[config.mk]
export PLATFORM = sky130hd
export DESIGN_NAME = count_bcd_display
export DESIGN_NICKNAME = d
export VERILOG_FILES = /design/src/rtl/count_disp_pkg.sv /design/src/rtl/seven_seg_decode.sv /design/src/rtl/count_bcd_display.sv
export SDC_FILE = /design/constraint.sdc
export NUM_CORES = 1
export LEC_CHECK = 0
export CORE_ASPECT_RATIO = 1.25
export CORE_UTILIZATION = 55
export CTS_BUF_LIST = sky130_fd_sc_hd__clkbuf_16
export DETAILED_ROUTE_END_ITERATION = 10
export GPL_ROUTABILITY_DRIVEN = 0
export PLACE_DENSITY = 0.9
export SYNTH_ARGS = -nofsm -noshare
export SYNTH_HDL_FRONTEND = slang
export SYNTH_HIERARCHICAL = 1
export SYNTH_SLANG_ARGS = --single-unit
export TNS_END_PERCENT = 100
[constraint.sdc]
create_clock -name clk -period 3.6 [get_ports clk]
set_input_delay 0.54 -clock clk [delete_from_list [all_inputs] [get_ports clk]]
set_output_delay 0.54 -clock clk [all_outputs]
set_load 0.02 [all_outputs]
[src/rtl/count_disp_pkg.sv]
// rtl/count_disp_pkg.sv - shared types, constants and the double-dabble step for count_bcd_display
package count_disp_pkg;

  typedef enum logic [1:0] {
    IDLE = 2'd0,
    CONV = 2'd1,
    DONE = 2'd2
  } state_t;

  localparam int BCD_W  = 12;
  localparam int ITER_N = 8;

  localparam logic [6:0] SEG_0     = 7'h3F;
  localparam logic [6:0] SEG_1     = 7'h06;
  localparam logic [6:0] SEG_2     = 7'h5B;
  localparam logic [6:0] SEG_3     = 7'h4F;
  localparam logic [6:0] SEG_4     = 7'h66;
  localparam logic [6:0] SEG_5     = 7'h6D;
  localparam logic [6:0] SEG_6     = 7'h7D;
  localparam logic [6:0] SEG_7     = 7'h07;
  localparam logic [6:0] SEG_8     = 7'h7F;
  localparam logic [6:0] SEG_9     = 7'h6F;
  localparam logic [6:0] SEG_BLANK = 7'h00;

  // One double-dabble iteration on {hundreds,tens,units,binary}: correct nibbles >=5, shift left.
  function automatic logic [19:0] dabble_step(input logic [19:0] s);
    logic [19:0] a;
    a = s;
    for (int i = 0; i < 3; i++) begin
      if (a[8+4*i +: 4] >= 4'd5) a[8+4*i +: 4] = a[8+4*i +: 4] + 4'd3;
    end
    return {a[18:0], 1'b0};
  endfunction

endpackage

[src/rtl/seven_seg_decode.sv]
// rtl/seven_seg_decode.sv - BCD nibble to active-high {g,f,e,d,c,b,a}; non-decimal codes go dark
module seven_seg_decode
  import count_disp_pkg::*;
(
  input  logic [3:0] nibble,
  output logic [6:0] seg
);

  always_comb begin
    seg = SEG_BLANK;
    case (nibble)
      4'd0:    seg = SEG_0;
      4'd1:    seg = SEG_1;
      4'd2:    seg = SEG_2;
      4'd3:    seg = SEG_3;
      4'd4:    seg = SEG_4;
      4'd5:    seg = SEG_5;
      4'd6:    seg = SEG_6;
      4'd7:    seg = SEG_7;
      4'd8:    seg = SEG_8;
      4'd9:    seg = SEG_9;
      default: seg = SEG_BLANK;
    endcase
  end

endmodule

[src/rtl/count_bcd_display.sv]
// rtl/count_bcd_display.sv - sequential binary-to-BCD converter driving a 3-digit multiplexed display
// Optional build macro LEADING_ZERO_BLANK_EN blanks leading zero hundreds/tens digits.
module count_bcd_display
  import count_disp_pkg::*;
#(
  parameter int SCAN_DIV = 1024
) (
  input  logic             clk,
  input  logic             rst_n,
  input  logic [7:0]       count_in,
  input  logic             sample,
  output logic             ready,
  output logic [BCD_W-1:0] bcd_out,
  output logic             bcd_valid,
  output logic [6:0]       seg,
  output logic [2:0]       dig_sel
);

  localparam int             CNT_W     = $clog2(SCAN_DIV);
  localparam logic [CNT_W-1:0] CNT_LAST  = CNT_W'(SCAN_DIV - 1);
  localparam logic [3:0]     ITER_LAST = 4'(ITER_N - 1);

  state_t             state, state_nxt;
  logic [19:0]        shreg;
  logic [3:0]         iter;
  logic [CNT_W-1:0]   scan_cnt;
  logic [1:0]         idx, idx_nxt;
  logic [BCD_W-1:0]   disp_nxt;
  logic [3:0]         nib;
  logic [6:0]         seg_dec, seg_nxt;

  always_comb begin
    state_nxt = state;
    case (state)
      IDLE:    if (sample) state_nxt = CONV;
      CONV:    if (iter == ITER_LAST) state_nxt = DONE;
      DONE:    state_nxt = IDLE;
      default: state_nxt = IDLE;
    endcase
  end

  always_ff @(posedge clk) begin
    if (!rst_n) begin
      state     <= IDLE;
      ready     <= 1'b1;
      shreg     <= '0;
      iter      <= '0;
      bcd_out   <= '0;
      bcd_valid <= 1'b0;
    end else begin
      state     <= state_nxt;
      ready     <= (state_nxt == IDLE);
      bcd_valid <= (state == DONE);
      case (state)
        IDLE: if (sample) begin
          shreg <= {12'h000, count_in};
          iter  <= '0;
        end
        CONV: begin
          shreg <= dabble_step(shreg);
          iter  <= iter + 4'd1;
        end
        DONE:    bcd_out <= shreg[19:8];
        default: ;
      endcase
    end
  end

  // bcd_out doubles as the display register; seg is decoded from the values that will be
  // current after this edge so seg, dig_sel and a fresh result all switch together.
  always_comb begin
    disp_nxt = (state == DONE) ? shreg[19:8] : bcd_out;
    idx_nxt  = idx;
    if (scan_cnt == CNT_LAST) idx_nxt = (idx == 2'd2) ? 2'd0 : idx + 2'd1;
    case (idx_nxt)
      2'd1:    nib = disp_nxt[7:4];
      2'd2:    nib = disp_nxt[11:8];
      default: nib = disp_nxt[3:0];
    endcase
  end

  seven_seg_decode u_decode (
    .nibble (nib),
    .seg    (seg_dec)
  );

  always_comb begin
    seg_nxt = seg_dec;
`ifdef LEADING_ZERO_BLANK_EN
    if (idx_nxt == 2'd2 && disp_nxt[11:8] == 4'd0) seg_nxt = SEG_BLANK;
    if (idx_nxt == 2'd1 && disp_nxt[11:4] == 8'd0) seg_nxt = SEG_BLANK;
`else
    seg_nxt = seg_dec;
`endif
  end

  always_ff @(posedge clk) begin
    if (!rst_n) begin
      scan_cnt <= '0;
      idx      <= 2'd0;
      seg      <= SEG_0;
      dig_sel  <= 3'b001;
    end else begin
      scan_cnt <= (scan_cnt == CNT_LAST) ? '0 : scan_cnt + 1'b1;
      idx      <= idx_nxt;
      seg      <= seg_nxt;
      dig_sel  <= 3'b001 << idx_nxt;
    end
  end

endmodule
## Word-level counts from Yosys, hierarchy flattened

Memory sizes are Yosys's and may differ from the RTL's. A register that Yosys moved wholly into a read port is not among the register bits.
Cells that the tools add are included.

- Register bits: 55
- ROM bits: 112
- Word-level logic and storage cells: 49
- Memories: 1

Memories:

| name | depth | width | rd ports | clocked after memory_dff | write ports | line | RTL |
|---|---|---|---|---|---|---|---|
| (no name shown) | 16 | 7 | 1 | 1 | 0 | seven_seg_decode.sv:11 | `case (nibble)` |

- Add/subtract/negate cells: 6
- $lt $le $gt $ge: 3
- Eq/ne operators: 8
- Shifts and indexed selects: 1
- Mux-type cells: 14
- Bitwise logic cells: 1
- Reduce and logical (&&, ||, !) cells: 6

Operator list:

| cell | count |
|---|---|
| $pmux 20 s2 | 1 |
| $mux 20 | 1 |
| $pmux 4 s2 | 2 |
| $ge 4x3->1 const B | 3 |
| $mux 12 | 1 |
| $mux 4 | 3 |
| $add 10x1->10 const B | 1 |
| $eq 10x10->1 const B | 1 |
| $add 4x2->4 const B | 2 |
| $mux 2 | 4 |
| $eq 2x2->1 const B | 3 |
| $add 4x1->4 const B | 1 |
| $eq 2x1->1 const B | 2 |
| $eq 4x3->1 const B | 1 |
| $logic_not 2->1 | 2 |
| $pmux 2 s2 | 1 |
| $add 3x2->3 const B | 1 |
| $mux 3 | 1 |
| $shl 1x2->3 const A | 1 |
| $add 2x1->2 const B | 1 |
| $ne 2x2->1 const B | 1 |
| $reduce_and 2->1 | 1 |
| $reduce_bool 2->1 | 1 |
| $reduce_or 2->1 | 1 |
| 2 further kinds | 2 |

## Longest topological paths before layout

Gate-level depths: netlist (run 1).

- Word-level depth: 5
- Mapped depth: 14
- Gate-level depth less buffers: 14

## Hierarchy

Netlist (run 1), hierarchy kept.

Modules (own cells, without submodules):

| module | instances | cells each | area an instance (um2) |
|---|---|---|---|
| count_bcd_display | 1 | 287 | 2618.8 |
| seven_seg_decode | 1 | 30 | 217.7 |

## Worst setup path after synthesis (run 1)

Ideal clock, no wire load.

- Path kind: flip-flop to flip-flop
- Start: register scan_cnt[0]
- End: register seg[5]
- Library setup time: 125 ps
- Data arrival time: 3005 ps
- Required time: 3475 ps
- Path slack: 470 ps
- Cell stages (with the launch flop): 14
- Period minus slack after synthesis: 3130 ps
- Cell sequence: dfxtp_1 -> ha_1 -> and3_1 -> nand4_4 -> mux2i_2 -> inv_1 -> ha_1 -> nand2b_1 -> o221ai_1 -> inv_1 -> ha_1 -> mux2i_1 -> o22ai_1 -> nand2b_1

- Cells in the longest elaborated chain, start to end: 4
- Elaborated cells on any way between the ends: 5
- Classes of those cells: 3 x eq/ne; 2 x mux

RTL lines:

| element | line | RTL |
|---|---|---|
| start: declaration | count_bcd_display.sv:26 | `logic [CNT_W-1:0] scan_cnt;` |
| start signal: assignment | count_bcd_display.sv:104 | `scan_cnt <= (scan_cnt == CNT_LAST) ? '0 : scan_cnt + 1'b1;` |
| $eq 10x10->1 (*) | count_bcd_display.sv:74 | `if (scan_cnt == CNT_LAST) idx_nxt = (idx == 2'd2) ? 2'd0 : idx + 2'd1;` |
| $mux 2 (*) | count_bcd_display.sv:74 |  |
| named net idx_nxt[0] | count_bcd_display.sv:27 | `logic [1:0] idx, idx_nxt;` |
| $eq 2x2->1 / $eq 2x1->1 (equally long branches) | count_bcd_display.sv:75 | `case (idx_nxt)` |
| $pmux 4 s2 (*) | count_bcd_display.sv:75 |  |
| named net nib[1] | count_bcd_display.sv:29 | `logic [3:0] nib;` |
| end: declaration | count_bcd_display.sv:15 | `output logic [6:0] seg,` |

The timed path passes the listed nets; every way through them passes the cells marked *.
A chain may end at the register's enable or synchronous reset.

## Final worst setup path (run 1)

Same ends and word-level chain as after synthesis.

==> summary by stage, run 1 <==
Status
The run finished with clean final reports.

Route
Once detail routing completed, the nets flagged for antenna violations numbered 0. Summed over all layers, the routed wires come to 6021 um. The count of unresolved DRC violations after routing is 0.

The number of vias per cell is 5.686. After detailed routing, the average wire length per cell comes to 14.34 um. The first routing iteration left 150 violations.

The via count is 2388. The first detailed-routing pass ran for 4 iterations.

STA
The number of max-slew violations in the final report came to 0. The accumulated negative setup slack is 0 ps. In the finished design, the share of the clock period the worst path needs comes to 94.73%. For this run, the top clock speed supported by timing is 0.2932 GHz. The number of endpoints with negative hold slack in the final report is 0. The final period demand of the worst path is 3410 ps. Setup violations remaining at the end of the flow were counted as 0. Setup slack closes at 189.6 ps.

The slew at the pin closest to its max-slew limit is 462.5 ps. Headroom to the max-slew limit came out at 69.05%. The clock tree skew after final layout is 5.639 ps. Setup repair after global routing left no endpoint under its margin.

Logic synthesis
Yosys attributes the largest share of cell area to sky130_fd_sc_hd__dfxtp_1 44%, sky130_fd_sc_hd__ha_1 7.5%, sky130_fd_sc_hd__nor2_1 5.4%. The number of distinct library cells after synthesis is 46. The synthesized area per cell is 8.948 sq um. Synthesis inferred 62 register bits. Sorting the synthesized cells by how often they occur yields 62 x sky130_fd_sc_hd__dfxtp_1, 41 x sky130_fd_sc_hd__nor2_1, 26 x sky130_fd_sc_hd__a21oi_1, 23 x sky130_fd_sc_hd__o21ai_0, 19 x sky130_fd_sc_hd__nand2_1. The total of warnings raised by yosys is 6. The synthesized design contains 0 enable-type register cells. Summing the areas of all fa, ha and maj instances in the mapped netlist gives 7.499% of the synthesized area. The synthesized cell area is 0.002836 sq mm. The area share of the leading cell type in the synthesized netlist is 43.76%. The share of the yosys chip area belonging to registers is 43.76%. The xor/xnor share of the synthesized area is 3.397%. The main combinational cell family by area after synthesis is simple AND/OR/NAND/NOR gates. The gate count of the mapped netlist is 317. Summing the areas of all compound-gate instances in the mapped netlist gives 16.32% of the synthesized area.

The simple-gate area share of the yosys netlist is 19.63%. Among all flip-flop cells after synthesis, the most frequent one is sky130_fd_sc_hd__dfxtp_1. The most instantiated library cell after synthesis is sky130_fd_sc_hd__dfxtp_1. The mux contribution to synthesized area is 4.852%.

The fraction of registers with async set or reset after synthesis is 0%. The post-synth net total is 345. The biggest area consumer among synthesized cells is sky130_fd_sc_hd__dfxtp_1.

Critical path
The type of destination of the critical path is a flop. The path depth of the worst reg2reg path is 13. The endpoint identified for the worst register-to-register timing path is seg[5]. The worst reg-to-reg setup slack is 190 ps. The classification of the worst setup path is reg -> reg. The maximum net fanout on the critical path is 7. The startpoint class of the critical path is a flop. The data arrival time at the worst-slack endpoint is 3610 ps.

The launch point of the worst reg-to-reg path is scan_cnt[0]. At the worst endpoint, the required time is 3800 ps. The critical path ends at seg[5]. The launching element of the worst setup path is scan_cnt[0].

CTS
Counting along the longest clock path gives a buffer depth of 2. The number of buffers added for setup after CTS is 0. The deepest level of the CTS H-tree is 3.

The TritonCTS clock tree is built. Clock tree synthesis inserted a total of 9 buffers. At the later pin of the worst-skew pair, clock insertion delay measures 320 ps. For this design, the sink count on the clock tree is 62.

Clock tree synthesis selected as its root buffer the cell sky130_fd_sc_hd__clkbuf_16. After clock tree synthesis, the clock-pin slew on the worst setup and hold paths is 50 ps.

Power and ir drop
VDD sags by at most 0.2939 mV. The switching portion of total power is 21.55%. The leakage component of the power is 1.364 nW. The power density over cell area is 433.1 mW/mm^2.

The internal portion of the total power is 1.178 mW. In this run the power spent charging and discharging nets is 0.3236 mW. In this run, flip-flops and latches consume 47.7% of the power. The total power of the final layout is 1.502 mW. The proportion of power drawn by the clock network is 47.7%.

Combinational logic is responsible for 4.6% of the overall power.

Place
The placed cell count is 405. Once detailed placement completed, the half-perimeter wirelength came to 4183 um. The count of port buffers added during placement is 34.

Before CTS, the worst setup slack after placement is 165.9 ps. The standard cell area after detailed placement is 0.003213 sq mm.

Floorplan
The floorplan step defined a core boundary enclosing 0.004835 sq mm. The floorplan has 28 rows. In this run the vertical extent of the chip is 82.29 um. The starting density of the core is 58.67%. In this run the horizontal extent of the chip is 66.23 um. In this run the count of I/O pins placed on the die edge is 35. The floorplan step defined a die boundary enclosing 0.005450 sq mm.

Finish
The fraction of final layout cells with drive strength greater than 1 is 7.778%. Compared with the post-synthesis result, the final layout area differs by 22.23%. The number of diodes added for antenna fixing is 0. The number of non-filler instances in the completed layout is 420. The finished cells cover 0.003467 sq mm. The net count of the finished layout is 384.

Global routing
The first global-routing pass estimated 9867 um of wire. The number of antenna violations at the first check in global routing came to 0. Global routing consumed, over all layers together, 24.56% of the routing resources. The total congestion overflow after global routing is 0. The via count of the first global-routing pass is 2285. The largest net degree at the start of global routing is 24.

Worst hold path
Along the worst hold path, the cell count comes to 2. In this run the worst hold path is classified as reg -> reg.

Job
The tool flagged a number of max-cap violations equal to 0.
-- worst min-delay path by stage --
| stage | startpoint | slack [ps] | endpoint |
|---|---|---|---|
| after floorplan | shreg[17] | 430 | shreg[17] |
| after global placement | shreg[17] | 440 | shreg[17] |
| after detailed placement | shreg[17] | 460 | shreg[17] |
| after CTS | shreg[17] | 470 | shreg[17] |
| after global routing | shreg[17] | 500 | shreg[17] |
| final | shreg[17] | 470 | shreg[17] |
-- flip-flops by register name (all words and copies together), names as in the netlist --
name       flops
iter           4
dig_sel        3
bcd_out       12
shreg         20
idx            2
scan_cnt      10
bcd_valid      1
ready          1
seg            7
state          2
-- final cells by class --
class,instances,area [sq um]
sequential,62,1241
fill,362,1368
clock buffer,9,225.2
tap,60,75.07
clock inverter,6,22.52
multi-input combinational,230,1473
timing repair buffer,39,377.9
inverter,14,52.55
-- stage by stage --
stage	utilization, %	hold WS, ps
3_3_place_gp	66.46	436.1
3_5_place_dp	66.46	458.1
4_1_cts	71.58	469.0
5_1_grt	71.71	504.4
2_1_floorplan	-	425.0
6_report	71.71	472.5
-- critical path, stage by stage, from the launching register on --
cell                       delay (ps)
sky130_fd_sc_hd__dfxtp_1          390
sky130_fd_sc_hd__ha_1             290
sky130_fd_sc_hd__and3_1           260
sky130_fd_sc_hd__nand4_4          190
sky130_fd_sc_hd__mux2i_2          340
sky130_fd_sc_hd__inv_1             80
sky130_fd_sc_hd__ha_1             340
sky130_fd_sc_hd__nand2b_1         240
sky130_fd_sc_hd__o221ai_1         300
sky130_fd_sc_hd__inv_1            170
sky130_fd_sc_hd__ha_1             230
sky130_fd_sc_hd__mux2i_1          180
sky130_fd_sc_hd__o22ai_1          120
sky130_fd_sc_hd__nand2b_1         150
-- power groups by stage --
stage / sequential [mW] / combinational, mW / clock (mW)
2_1_floorplan: 0.725 / 0.0460 / 0
3_3_place_gp: 0.727 / 0.0670 / 0
3_5_place_dp: 0.728 / 0.0686 / 0
4_1_cts: 0.715 / 0.0690 / 0.726
5_1_grt: 0.716 / 0.0789 / 0.752
6_report: 0.716 / 0.0697 / 0.716
-- routing by layer --
metal  GRT usage [%]  part of all wire (%)  vias up  wire length (um)
met5               0                     0        -                 0
met4           15.53                   2.9        0               174
met3           3.709                   2.9       15               174
met2           46.33                    54       59              3256
met1           24.94                    40     1135              2415
li1                -                     -     1179                 -
-- cells by family after synthesis --
logic type      Yosys count
xor+xnor                 11
buf+inv                  25
compound gates           78
mux                      13
simple gates            111
fa+ha+maj                17
flops                    62
-- cells in the final DEF, fill, tap and decap left out, types with 2 or more instances in the layout --
cell type	count
sky130_fd_sc_hd__a21oi_1	26
sky130_fd_sc_hd__a22oi_1	2
sky130_fd_sc_hd__a31oi_1	2
sky130_fd_sc_hd__and2_1	3
sky130_fd_sc_hd__and3_1	3
sky130_fd_sc_hd__buf_4	5
sky130_fd_sc_hd__clkbuf_16	9
sky130_fd_sc_hd__clkdlybuf4s50_1	34
sky130_fd_sc_hd__clkinv_1	4
sky130_fd_sc_hd__dfxtp_1	62
sky130_fd_sc_hd__ha_1	17
sky130_fd_sc_hd__inv_1	15
sky130_fd_sc_hd__mux2_2	3
sky130_fd_sc_hd__mux2i_1	9
sky130_fd_sc_hd__nand2_1	19
sky130_fd_sc_hd__nand2b_1	18
sky130_fd_sc_hd__nand3_1	8
sky130_fd_sc_hd__nand4_1	2
sky130_fd_sc_hd__nor2_1	41
sky130_fd_sc_hd__nor3_1	8
sky130_fd_sc_hd__o21ai_0	23
sky130_fd_sc_hd__o221ai_1	3
sky130_fd_sc_hd__o22ai_1	10
sky130_fd_sc_hd__o31ai_1	2
sky130_fd_sc_hd__xnor2_1	6
sky130_fd_sc_hd__xor2_1	5
-- what timing repair did --
action	CTS	global route
resized for setup	0	1
setup endpoints to repair	0	3
hold buffers	0	0
No activity file was read; power rests on OpenSTA's default activity.
==> run 2: changes to the inputs <==
--- a/config.mk
+++ b/config.mk
@@ -6,11 +6,11 @@
 export NUM_CORES = 1
 export LEC_CHECK = 0
 export CORE_ASPECT_RATIO = 1.25
-export CORE_UTILIZATION = 55
+export CORE_UTILIZATION = 50
 export CTS_BUF_LIST = sky130_fd_sc_hd__clkbuf_16
 export DETAILED_ROUTE_END_ITERATION = 10
 export GPL_ROUTABILITY_DRIVEN = 0
-export PLACE_DENSITY = 0.9
+export PLACE_DENSITY = 0.87
 export SYNTH_ARGS = -nofsm -noshare
 export SYNTH_HDL_FRONTEND = slang
 export SYNTH_HIERARCHICAL = 1
==> constraint.sdc (replaced) <==
create_clock -name clk -period 3.1 [get_ports clk]
set_input_delay 0.465 -clock clk [delete_from_list [all_inputs] [get_ports clk]]
set_output_delay 0.465 -clock clk [all_outputs]
set_load 0.02 [all_outputs]
==> run 2 against run 1 <==
Compared with the run above:
- via count increased by 1.9%
- critical path depth is the same
- fmax increased by 18%
- largest power group is now the clock network
- setup slack better by 13 ps
- sequential power increased by 16%
- clock power grew 32%
- largest cell class unchanged
- count of clock-buffer cells in the layout is the same
- clock skew barely moved
==> summary by stage, run 2 (synthesis results as in run 1) <==
CTS
The cell chosen for the clock root is sky130_fd_sc_hd__clkbuf_16. The maximum buffer depth of the clock tree was 2 (unchanged). The deepest level of the CTS H-tree is 3 (unchanged). The clock buffer count from CTS came to 9 (unchanged). The TritonCTS clock tree is built. The cts-stage hold buffer count came to 0 (unchanged). The latest clock arrival within the worst-skew pair is 330 ps (about the same).

The clock-pin slew of the registers on the worst-case setup and hold paths was 50 ps (about the same). The number of clock sinks is 62 (unchanged).

Power and ir drop
The power density over cell area is 520.5 mW/mm^2 (+20%). The switching portion of total power is 21.54% (about the same). The net load switching power is 0.4003 mW (+24%).

The register share of total power is 44.7% (-3.0 points). The internal power of the cells is 1.458 mW (+24%). The proportion of power drawn by the clock network is 50.9% (+3.2 points). The total power of the final layout is 1.859 mW (+24%). The worst ir drop on vdd is 0.3297 mV (+12%). The combinational share of power is 4.4% (-0.2 points).

The leakage component of the power is 1.411 nW (+3.4%).

Finish
The top register by number of flip-flops is shreg. The number of filler cells placed in the layout is 452 (+25%). The number of flip-flops under the largest register name is 20 (unchanged). The core utilization of the finished layout is 65.61% (-6.1 points). The post-layout net count was 389 (+1.3%). The number of diodes added for antenna fixing is 0 (unchanged). Leaving out fill and tap cells, the most frequent cell in the layout is sky130_fd_sc_hd__dfxtp_1. In the layout the commonest cells are 61 x sky130_fd_sc_hd__dfxtp_1, 41 x sky130_fd_sc_hd__nor2_1, 34 x sky130_fd_sc_hd__clkdlybuf4s50_1. The fraction of final layout cells with drive strength greater than 1 is 11.75% (+4.0 points).

The largest registers in the layout are shreg (20), bcd_out (12), scan_cnt (10). The number of non-filler instances in the completed layout was 430 (+2.4%). The area growth from synthesis to final layout is 25.89%.

STA
The max-slew headroom at the worst pin was 31.78% (-37 points). The clock tree skew after final layout is 5.304 ps (-0.3352 ps). The count of final setup violators was 0 (unchanged).

The number of max-slew violations in the final report was 0 (unchanged). The number of endpoints with negative hold slack in the final report is 0 (unchanged). The final critical-path setup slack is 202.6 ps (+12.92 ps). The share of the clock period used by the worst path after layout was 93.47% (-1.3 points). The slew at the pin closest to its max-slew limit was 1022 ps (+559.7 ps). The maximum clock rate is 0.3451 GHz (+18%).

The final period demand of the worst path came to 2897 ps (-512.9 ps).

Route
The via count is 2433 (+1.9%). The count of unresolved DRC violations after routing was 0 (unchanged). The routed wire length was 6203 um (+3.0%). The routed wire length per instance is 14.43 um (+0.63%). The post-detailed-route count of antenna-violating nets is 0 (unchanged). The number of iterations in the first detailed-routing pass is 5 (+1). The number of vias per cell is 5.658 (-0.48%). The starting DRC count in detailed routing came to 102 (-32%).

Critical path
The data arrival time at the worst-slack endpoint is 3110 ps (-500 ps). The setup path with the least slack is of type reg -> reg. The maximum net fanout on the critical path is 7 (unchanged).

The required time at the worst-slack endpoint is 3310 ps (-490 ps). The startpoint class of the critical path is a flop. STA classifies the critical path endpoint as a flop.

Floorplan
The vertical die dimension is 86.21 um (+4.8%). The die span in x came to 69.37 um (+4.7%). The number of rows in the core area is 30 (+7.1%).

The area of the placeable core is 0.005443 sq mm (+13%). The starting density of the core is 52.11% (-6.6 points). The I/O pin total was 35 (unchanged). The die area is 0.005980 sq mm (+9.7%).

Worst hold path
The path class of the tightest hold or removal check is reg -> reg.

Global routing
The number of antenna violations at the first check in global routing is 0 (unchanged). The met1 layer usage reported by global route is 23.24% (-1.7 points). The highest-utilization routing layer at the global route stage is met2. The total congestion overflow after global routing is 0 (unchanged).

The overall fraction of global-route tracks in use is 22.03% (-2.5 points). The largest net degree at the start of global routing is 33 (+38%). The via count of the first global-routing pass is 2304 (+0.83%). The routing usage on met2 is 39.28% (-7.1 points). The global-route met3 utilization is 6.047% (+2.3 points). The wire length of the first global-routing pass is 10290 um (+4.3%).

Place
The placed wire-length estimate is 4240 um (+1.4%). The post-placement setup slack came to 46.79 ps (-119.1 ps). The placed cell count is 413 (+2.0%). The count of port buffers added during placement is 34 (unchanged).

Job
The number of violations of the max-capacitance limit is 0 (unchanged).

Status
The run finished with clean final reports.
## run 2: critical path, cell delays in order, from the launching register on
cell and delay, ps:
sky130_fd_sc_hd__dfxtp_1 360, sky130_fd_sc_hd__ha_1 180, sky130_fd_sc_hd__and3_1 220, sky130_fd_sc_hd__nand4_4 190, sky130_fd_sc_hd__mux2i_4 230, sky130_fd_sc_hd__inv_1 60, sky130_fd_sc_hd__ha_1 340, sky130_fd_sc_hd__nand2b_2 240
sky130_fd_sc_hd__o221ai_2 220, sky130_fd_sc_hd__inv_1 140, sky130_fd_sc_hd__ha_1 240, sky130_fd_sc_hd__a21oi_1 150, sky130_fd_sc_hd__o21ai_0 80, sky130_fd_sc_hd__nand2b_1 140
## run 2: area by class of cell
cell class              instances  area (sq um)  area share, %
well taps                      64         80.08          2.242
clock buffers                   9         225.2          6.307
repair buffers                 44         415.4          11.63
multi-input cells             230          1499          41.98
clock inverters                 7         56.30          1.577
inverters                      14         52.55          1.472
flip-flops and latches         62          1242          34.79
## run 2: stage by stage
stage                     setup TNS [ps]  hold slack, ps  cell area [sq um]
after floorplan                        0           425.0               2843
after CTS                              0           476.3               3536
after detailed placement               0           464.7               3254
after global routing              -21.44           461.9               3571
after global placement                 0           435.5               3254
final                                  0           437.0               3571
## run 2: path summary, 6_finish.rpt
kind               start          end  slack, ps  cells after the start
max          scan_cnt[1]       seg[4]        200                     13
min          scan_cnt[0]  scan_cnt[0]        440                      1
min reg2reg  scan_cnt[0]  scan_cnt[0]        440                      1
max reg2reg  scan_cnt[1]       seg[4]        200                     13
## run 2: repair_timing
item | CTS | global route
endpoints found under the setup margin | 0 | 6
buffers inserted | 0 | 1
gates resized for setup | 0 | 7
## run 2: power groups by stage
stage               logic [mW]  clock network, mW  registers, mW
floorplan               0.0534                  0          0.842
global placement        0.0779                  0          0.844
detailed placement      0.0806                  0          0.846
CTS                     0.0814              0.955          0.830
global route            0.0900              0.993          0.832
finish                  0.0818              0.946          0.830
## run 2: routing by layer
metal / vias up / routed length [um]
met1: 1141 / 2448
li1: 1190 / -
met3: 23 / 281
met2: 79 / 3226
met4: 0 / 246
met5: - / 0
